--- src/rtl/hdmi_audio_pkg.sv ---
// Shared types and helpers for the HDMI audio conditioning path.
package hdmi_audio_pkg;

  localparam int SAMPLE_W = 16;

  typedef logic signed [SAMPLE_W-1:0] sample_t;

  // Clamp a wide signed value into the 16-bit PCM range.
  function automatic sample_t sat16(input logic signed [31:0] x);
    if (x > 32'sd32767) begin
      return sample_t'(16'sh7fff);
    end else if (x < -32'sd32768) begin
      return sample_t'(16'sh8000);
    end
    return sample_t'(x);
  endfunction

  // Phase accumulator width: holds acc + FS without wrapping, plus one guard bit.
  function automatic int acc_width(input int clk_hz, input int fs);
    return $clog2(clk_hz + fs) + 1;
  endfunction

endpackage

--- src/rtl/hdmi_audio_avg_ring.sv ---
// One channel of the power-of-two moving average: sample ring plus running sum.
module hdmi_audio_avg_ring
  import hdmi_audio_pkg::*;
#(
  parameter int AVG_SH = 3
) (
  input  logic                                  clk,
  input  logic                                  reset_n,
  input  logic                                  in_stb,
  input  logic [((AVG_SH == 0) ? 1 : AVG_SH)-1:0] wptr,
  input  logic [SAMPLE_W-1:0]                   din,
  output logic [SAMPLE_W-1:0]                   avg
);

  localparam int DEPTH = 1 << AVG_SH;
  localparam int SUM_W = SAMPLE_W + AVG_SH;

  sample_t                  ring [DEPTH];
  sample_t                  din_s;
  logic signed [SUM_W-1:0]  sum;

  assign din_s = din;

  // NOTE: the ring is a small register array, not a RAM macro, so it can and
  // must be cleared by reset; otherwise the running sum would start inconsistent.
  always_ff @(posedge clk or negedge reset_n) begin
    if (!reset_n) begin
      sum <= '0;
      for (int i = 0; i < DEPTH; i++) begin
        ring[i] <= '0;
      end
    end else if (in_stb) begin
      sum        <= sum + SUM_W'(din_s) - SUM_W'(ring[wptr]);
      ring[wptr] <= din_s;
    end
  end

  // Window sum of 2^AVG_SH in-range samples always fits, so truncation is exact.
  assign avg = SAMPLE_W'(sum >>> AVG_SH);

endmodule

--- src/rtl/hdmi_audio_decimator.sv ---
// Stereo PCM moving-average filter re-timed onto an exact FS strobe.
// Optional DC blocker on the output path is enabled by defining DC_BLOCK_EN.
module hdmi_audio_decimator
  import hdmi_audio_pkg::*;
#(
  parameter int CLK_HZ = 28000000,
  parameter int FS     = 48000,
  parameter int AVG_SH = 3,
  parameter int DC_SH  = 10
) (
  input  logic                clk,
  input  logic                reset_n,
  input  logic                in_stb,
  input  logic [SAMPLE_W-1:0] in_l,
  input  logic [SAMPLE_W-1:0] in_r,
  input  logic                mute,
  output logic [SAMPLE_W-1:0] out_l,
  output logic [SAMPLE_W-1:0] out_r,
  output logic                out_stb
);

  localparam int ACC_W = acc_width(CLK_HZ, FS);
  localparam int DEPTH = 1 << AVG_SH;
  localparam int PTR_W = (AVG_SH == 0) ? 1 : AVG_SH;

  logic [ACC_W-1:0] acc;
  logic [ACC_W-1:0] acc_sum;
  logic             tick;
  logic [PTR_W-1:0] wptr;
  sample_t          avg_l, avg_r;
  sample_t          val_l, val_r;

  // Fractional divider: FS ticks in every CLK_HZ clocks with zero drift.
  assign acc_sum = acc + ACC_W'(FS);
  assign tick    = (acc_sum >= ACC_W'(CLK_HZ));

  // NOTE: all state uses non-blocking assignments so every register samples
  // the pre-edge values; blocking here would create order-dependent races.
  always_ff @(posedge clk or negedge reset_n) begin
    if (!reset_n) begin
      acc <= '0;
    end else if (tick) begin
      acc <= acc_sum - ACC_W'(CLK_HZ);
    end else begin
      acc <= acc_sum;
    end
  end

  // Both channels share one write pointer so their windows stay aligned.
  always_ff @(posedge clk or negedge reset_n) begin
    if (!reset_n) begin
      wptr <= '0;
    end else if (in_stb) begin
      wptr <= (wptr == PTR_W'(DEPTH - 1)) ? '0 : wptr + 1'b1;
    end
  end

  hdmi_audio_avg_ring #(.AVG_SH(AVG_SH)) u_ring_l (
    .clk     (clk),
    .reset_n (reset_n),
    .in_stb  (in_stb),
    .wptr    (wptr),
    .din     (in_l),
    .avg     (avg_l)
  );

  hdmi_audio_avg_ring #(.AVG_SH(AVG_SH)) u_ring_r (
    .clk     (clk),
    .reset_n (reset_n),
    .in_stb  (in_stb),
    .wptr    (wptr),
    .din     (in_r),
    .avg     (avg_r)
  );

`ifdef DC_BLOCK_EN
  localparam int DC_W = SAMPLE_W + DC_SH;

  logic signed [DC_W-1:0] dc_acc_l, dc_acc_r;
  sample_t                dc_l, dc_r;

  assign dc_l  = sample_t'(dc_acc_l >>> DC_SH);
  assign dc_r  = sample_t'(dc_acc_r >>> DC_SH);
  assign val_l = sat16(32'(avg_l) - 32'(dc_l));
  assign val_r = sat16(32'(avg_r) - 32'(dc_r));

  // Leaky integrator tracks the DC level; it keeps running while muted.
  always_ff @(posedge clk or negedge reset_n) begin
    if (!reset_n) begin
      dc_acc_l <= '0;
      dc_acc_r <= '0;
    end else if (tick) begin
      dc_acc_l <= dc_acc_l + DC_W'(avg_l) - DC_W'(dc_l);
      dc_acc_r <= dc_acc_r + DC_W'(avg_r) - DC_W'(dc_r);
    end
  end
`else
  assign val_l = avg_l;
  assign val_r = avg_r;
`endif

  // The average seen here predates any same-cycle input update.
  always_ff @(posedge clk or negedge reset_n) begin
    if (!reset_n) begin
      out_l   <= '0;
      out_r   <= '0;
      out_stb <= 1'b0;
    end else begin
      out_stb <= tick;
      if (tick) begin
        out_l <= mute ? '0 : val_l;
        out_r <= mute ? '0 : val_r;
      end
    end
  end

endmodule

--- config.mk ---
export PLATFORM = sky130hd
export DESIGN_NAME = hdmi_audio_decimator
export DESIGN_NICKNAME = d
export VERILOG_FILES = /design/src/rtl/hdmi_audio_pkg.sv /design/src/rtl/hdmi_audio_avg_ring.sv /design/src/rtl/hdmi_audio_decimator.sv
export SDC_FILE = /design/constraint.sdc
export NUM_CORES = 1
export LEC_CHECK = 0
export ABC_AREA = 1
export CAP_MARGIN = 30
export CORE_MARGIN = 5
export CORE_UTILIZATION = 45
export CTS_BUF_LIST = sky130_fd_sc_hd__clkbuf_2 sky130_fd_sc_hd__clkbuf_4 sky130_fd_sc_hd__clkbuf_8
export DETAILED_ROUTE_END_ITERATION = 10
export SLEW_MARGIN = 0
export SYNTH_ARGS = -nofsm -noshare
export SYNTH_HDL_FRONTEND = slang
export SYNTH_SLANG_ARGS = --single-unit
--- constraint.sdc ---
create_clock -name clk -period 9 [get_ports clk]
set_clock_uncertainty 0.05 [all_clocks]
set_input_delay 1.8 -clock clk [delete_from_list [all_inputs] [get_ports clk]]
set_output_delay 1.8 -clock clk [all_outputs]
set_load 0.02 [all_outputs]
* Word-level counts from Yosys, hierarchy flattened
Index checks and enable logic that the tools add are counted.
Storage, ports and cells: register bits 356, input port bits 36, output and inout port bits 33
Cells by class: magnitude comparators 3, add/sub/neg operators 7, reductions and logical operators 1, muxes and demuxes 14, bitwise operators 1, equal/unequal tests 1
Operators by type and width (count):
- $bwmux 128 | 2
- $mux 16 | 7
- $bmux 16 s3 | 2
- $demux 16 s3 | 1
- $add 19x16->19 | 2
- $sub 19x16->19 | 2
- $add 26x16->26 const B | 1
- $ge 26x25->1 const B | 1
- $mux 26 | 1
- $sub 26x25->26 const B | 1
- $ge 4x4->1 const B | 1
- $lt 4x1->1 const B | 1
- $not 3->4 | 1
- $add 3x1->3 const B | 1
- $eq 3x3->1 const B | 1
- $mux 3 | 1
- $logic_and 1x1->1 | 1

* Longest topological paths before layout
depth in word-level cells 6, mapped depth 21

* Hierarchy
From an unflattened synthesis, not the netlist that was laid out.
Second synthesis, totals: cell total of the unflattened synthesis 2515, area total of the unflattened synthesis 19402.4 µm²
By module, submodules not included:
- hdmi_audio_avg_ring at u_ring_r | area an instance 7861.3 µm², seq. area each 3678.5 µm², times used 1, cells each 977
- hdmi_audio_avg_ring at u_ring_l | area an instance 7860.0 µm², seq. area each 3678.5 µm², times used 1, cells each 981
- hdmi_audio_decimator | area an instance 3681.0 µm², seq. area each 1376.3 µm², times used 1, cells each 557

* Least setup slack after synthesis
No wires, ideal clock.
kind in2reg, from in in_r[1], to reg u_ring_r.sum[14], library setup time 0.117 ns, arrival time 4.120 ns, path slack 4.713 ns, stages 13, path buffers 0, path through clkinv_1 -> fa_1 -> inv_1 -> fa_1 -> nand3_1 -> nand3_1 -> a21oi_1 -> o21ai_0 -> a21oi_1 -> o21ai_0 -> xor2_1 -> nand2_1 -> nand2_1
On the way: longest elaborated chain between the ends 2
Ends and longest elaborated chain:
- start, declared | RTL line hdmi_audio_decimator.sv:15 | input logic [SAMPLE_W-1:0] in_r,
- $add 19x16->19 | RTL line hdmi_audio_avg_ring.sv:33 | sum <= sum + SUM_W'(din_s) - SUM_W'(ring[wptr]);
- $sub 19x16->19 | RTL line hdmi_audio_avg_ring.sv:33
- end signal, assigned | RTL line hdmi_audio_avg_ring.sv:33
- end, declared | RTL line hdmi_audio_avg_ring.sv:20 | logic signed [SUM_W-1:0] sum;
Every way passes these cells. A chain may end at the register's enable or synchronous reset.

* Worst setup path after layout
from reg wptr[0], to reg u_ring_l.sum[11]
On the way: longest elaborated chain between the ends 5
Ends and longest elaborated chain:
- start, declared | RTL line hdmi_audio_decimator.sv:29 | logic [PTR_W-1:0] wptr;
- start signal, assigned | RTL line hdmi_audio_decimator.sv:54 | wptr <= (wptr == PTR_W'(DEPTH - 1)) ? '0 : wptr + 1'b1;
- $not 3->4 (implied by the code) | RTL line hdmi_audio_avg_ring.sv:33
- $bmux 16 s3 | RTL line hdmi_audio_avg_ring.sv:33
- $mux 16 (implied by the code) (2 in a row) | RTL line hdmi_audio_avg_ring.sv:33
- $sub 19x16->19 | RTL line hdmi_audio_avg_ring.sv:33
- end signal, assigned | RTL line hdmi_audio_avg_ring.sv:33
- end, declared | RTL line hdmi_audio_avg_ring.sv:20
Every way passes these cells. The select of a mux whose other input is x is not followed.

==> summary.txt <==
Synth
  – Synth Warn #: 0
  – Post-synthesis sequential area ratio: 46.8%
  – Post-synth EDFFs: 0
  – Post-synth top area share: approximately 47%
  – Yosys reg bits: about 350
  – Post-Syn Area: between 0.015 and 0.02 mm2
  – Leading area contributor after synthesis: dfrtp_1
  – Most frequent cells after synthesis: nand2_1, o21ai_0, dfrtp_1, inv_1, nor2_1
  – Post-synth top flop: dfrtp_1
  – Mapped Cells: ~2,300
  – Net count after synthesis: 2,429
  – Yosys cell types: 46
  – Ranking of synthesized cells by area: dfrtp_1, o21ai_0, nand2_1
  – Count leader, synth: nand2_1
  – Avg Inst Size Synth: roughly 8 um2
  – FFs w/ async S/R, synth: 100%

Setup path
  – Critical path data arrival time: roughly 5400 ps
  – CP endpoint kind: flip-flop
  – Crit path max-delay cell type: buf_4
  – WP buf/inv: 4
  – CP dominant cell by count: o21ai_0
  – Critical path startpoint category: flip-flop
  – Required @ worst endpoint: about 9400 ps
  – Kind of critical path: reg -> reg
  – Max incr delay on CP: 730 ps
  – CP Cell Sequence: buf_4, buf_4, a21oi_1, o21ai_0, o21ai_0, a21oi_1, o211ai_1, fa_1, inv_1, ha_1, nand2_1, nand3_1, inv_1, nor2_1, nor2_1, o21ai_0, a21o_1, or2_2, nand3_1, o21ai_0
  – Delay-heaviest family, CP: buffers and inverters
  – Crit path max fanout: 80

Detailed routing
  – Antenna-violating nets left: 0
  – Routed WL per cell: 17.6 um
  – Final wirelength: about 52 mm
  – Drt pass-1 iters: 5
  – Initial DRC count: approximately 1,500
  – Post-DR vias/cell: roughly 5.4
  – Drt drc: 0
  – Detailed-route via count: approximately 16,000

Power and ir drop
  – Leakage: roughly 10 nW
  – Sw power: between 4 and 5 mW
  – Comb power frac: a little under three fifths
  – Reg power frac: between 20% and 30%
  – Clock power frac: 17.3%
  – Worst IR Drop VDD: ~0.00022 V
  – Cell Int Power: ~5.0 mW
  – Power Dens Cells: ~440 mW/mm2
  – Overall power: 9.23 mW
  – Sw Ratio: between 40% and 50%

STA
  – Final Hold Violating Endpoints: 0
  – Slew @ Worst Pin: between 900 and 1000 ps
  – Minimum clock period: between 4000 and 5000 ps
  – Fmax: 0.202 GHz
  – Finish-stage setup viols: 0
  – Slew headroom: between 30% and 40%
  – Final Max Tran Viols: 0
  – Final TNS setup: 0 ps
  – RSZ-0062 raised after global routing: no
  – Period utilisation layout: between 50% and 60%
  – Final WS setup: slightly above 4000 ps

Floorplan
  – Core area: a little over 0.04 mm2
  – Die width: between 200 and 250 um
  – Die area: 0.0457 mm2
  – Initial Util: a little under half
  – Die Ht: ~210 um
  – Io pins: a little under 70
  – Row count: between 70 and 80

Placed design
  – DP Worst Slack: roughly 3800 ps
  – GP Congestion: between 0.9 and 1
  – # port buffers: about 70
  – Final HPWL DP: around 34 mm

Clocking
  – Clock Tree Root: clkbuf_8
  – CTS Sinks: 349
  – Clock Pin Slew Worst Setup and Hold Paths: 60 ps
  – Buffer levels on the longest clock path: 3
  – # hold bufs at CTS: 0
  – TritonCTS Buffers: 60
  – CTS tree: built
  – Clk_lat worst skew: 650 ps
  – H-tree depth: 2
  – Setup repair bufs after CTS: 0
  – Post-CTS Resized: 0

Global route
  – Grt total ovfl: 0
  – First-pass GRT wire length: around 85 mm
  – Vias in the first global route: 15,400
  – Pin count of the biggest net entering global routing: about 130
  – Total track usage: 23.2%
  – Initial antenna violation count: 1

Run status
  – Status: completed

Min path
  – Worst hold path type: reg -> reg

Run
  – Max Cap Violations: 0

Final layout
  – Layout Nets: ~2,500
  – Layout cells sized above 1: between 7 and 8%
  – Syn-to-layout area delta: 13.6%
layout make-up:
| class | count | area (um2) |
|---|---|---|
| antenna | 1 | 2.50 |
| multi-input combinational | 1610 | 8550 |
| clock inverter | 15 | 168 |
| tap | 532 | 666 |
| fill | 3912 | 19700 |
| sequential | 349 | 8740 |
| inverter | 238 | 893 |
| clock buffer | 94 | 1210 |
| timing repair buffer | 97 | 978 |
metrics by stage:
step	area (um2)	cells	hold WS (ps)	util, %
floorplan	18700	2312	395	-
global placement	19700	2822	410	48.2
detailed placement	19800	2824	418	48.3
CTS	21100	2933	432	51.7
global route	21200	2935	443	51.8
finish	21200	2936	428	51.8
power groups by stage:
stage	clock network [mW]	registers, mW	logic [mW]
3_5_place_dp	0	2.57	5.05
4_1_cts	1.64	2.55	5.08
6_report	1.60	2.55	5.08
2_1_floorplan	0	2.48	3.81
3_3_place_gp	0	2.55	5.00
5_1_grt	1.72	2.63	5.83
final timing paths:
check | end | slack, ps | start | cells after the start
max | u_ring_l.sum[11]$_DFFE_PN0P_ | 4060 | wptr[0]$_DFFE_PN0P_ | 20
min | u_ring_l.ring[27]$_DFFE_PN0P_ | 430 | u_ring_l.ring[27]$_DFFE_PN0P_ | 2
max reg2reg | u_ring_l.sum[11]$_DFFE_PN0P_ | 4060 | wptr[0]$_DFFE_PN0P_ | 20
min reg2reg | u_ring_l.ring[27]$_DFFE_PN0P_ | 430 | u_ring_l.ring[27]$_DFFE_PN0P_ | 2
max in group asynchronous | wptr[0]$_DFFE_PN0P_ | 6350 | reset_n | 3
min in group asynchronous | u_ring_l.ring[77]$_DFFE_PN0P_ | 1220 | reset_n | 1
kinds of logic after synthesis:
logic type	Yosys count	share of synthesized area (%)
buffers and inverters	353	7.61
DFF	349	46.8
AOI/OAI and AO/OA	568	16.5
xor gates and xnor gates	30	1.41
and+or+nand+nor	931	20.8
adders and majority gates	81	6.87
layer usage:
metal  track usage [%]  share of wire (%)
met5                 0                  0
met4              6.03                1.7
met3              4.11                6.0
met2              35.5                 45
met1              34.6                 48
registers in the layout (all words and copies together) (netlist names):
name,flops
u_ring_l.ring,128
u_ring_r.ring,128
acc,19
u_ring_l.sum,19
u_ring_r.sum,19
out_l,16
out_r,16
wptr,3
out_stb,1
cells in the final DEF (no fill, tap or decap), types with 2 or more instances in the layout:
cell type        netlist  routed
nand4_1               53      53
o22ai_1                5       5
a311oi_1               2       2
a22o_1                 2       2
or2_2                  8       8
o211ai_1              14      14
a21oi_1               76      76
o21bai_1               4       4
o21ai_0              402     402
nor2_4                 1       2
o21ai_1               11      11
xnor2_1               14      14
o21a_1                 2       2
clkbuf_8               0      80
a221oi_1              19      19
dfrtp_1              349     348
nand3_1              108     108
nand3_2                3       3
ha_1                  45      45
bufinv_16              0       3
nor2_2                 2       6
clkinv_1              17      16
clkdlybuf4s50_1        0      66
nor4_1                 2       2
nor2_1               197     192
inv_1                219     219
buf_4                  8      25
o221ai_1              17      17
a31oi_1                5       5
clkinv_2               0      10
buf_16                 0       4
nor3_1                 7       7
fa_1                  36      36
clkbuf_4               0      14
a21o_1                 2       2
nand2_2               13      20
a211oi_1               4       4
inv_2                  2       3
nand2_1              532     525
xor2_1                16      16
worst register-to-register path, stage by stage, from the launching register on:
cell	delay, ps
dfrtp_4	410
buf_4	730
buf_4	550
a21oi_1	140
o21ai_0	90
o21ai_0	110
a21oi_1	120
o211ai_1	170
fa_1	510
inv_1	40
ha_1	360
nand2_1	110
nand3_1	100
inv_1	80
nor2_1	40
nor2_1	230
o21ai_0	270
a21o_1	240
or2_2	260
nand3_1	60
o21ai_0	80
Power figures use the tool's default switching activity.
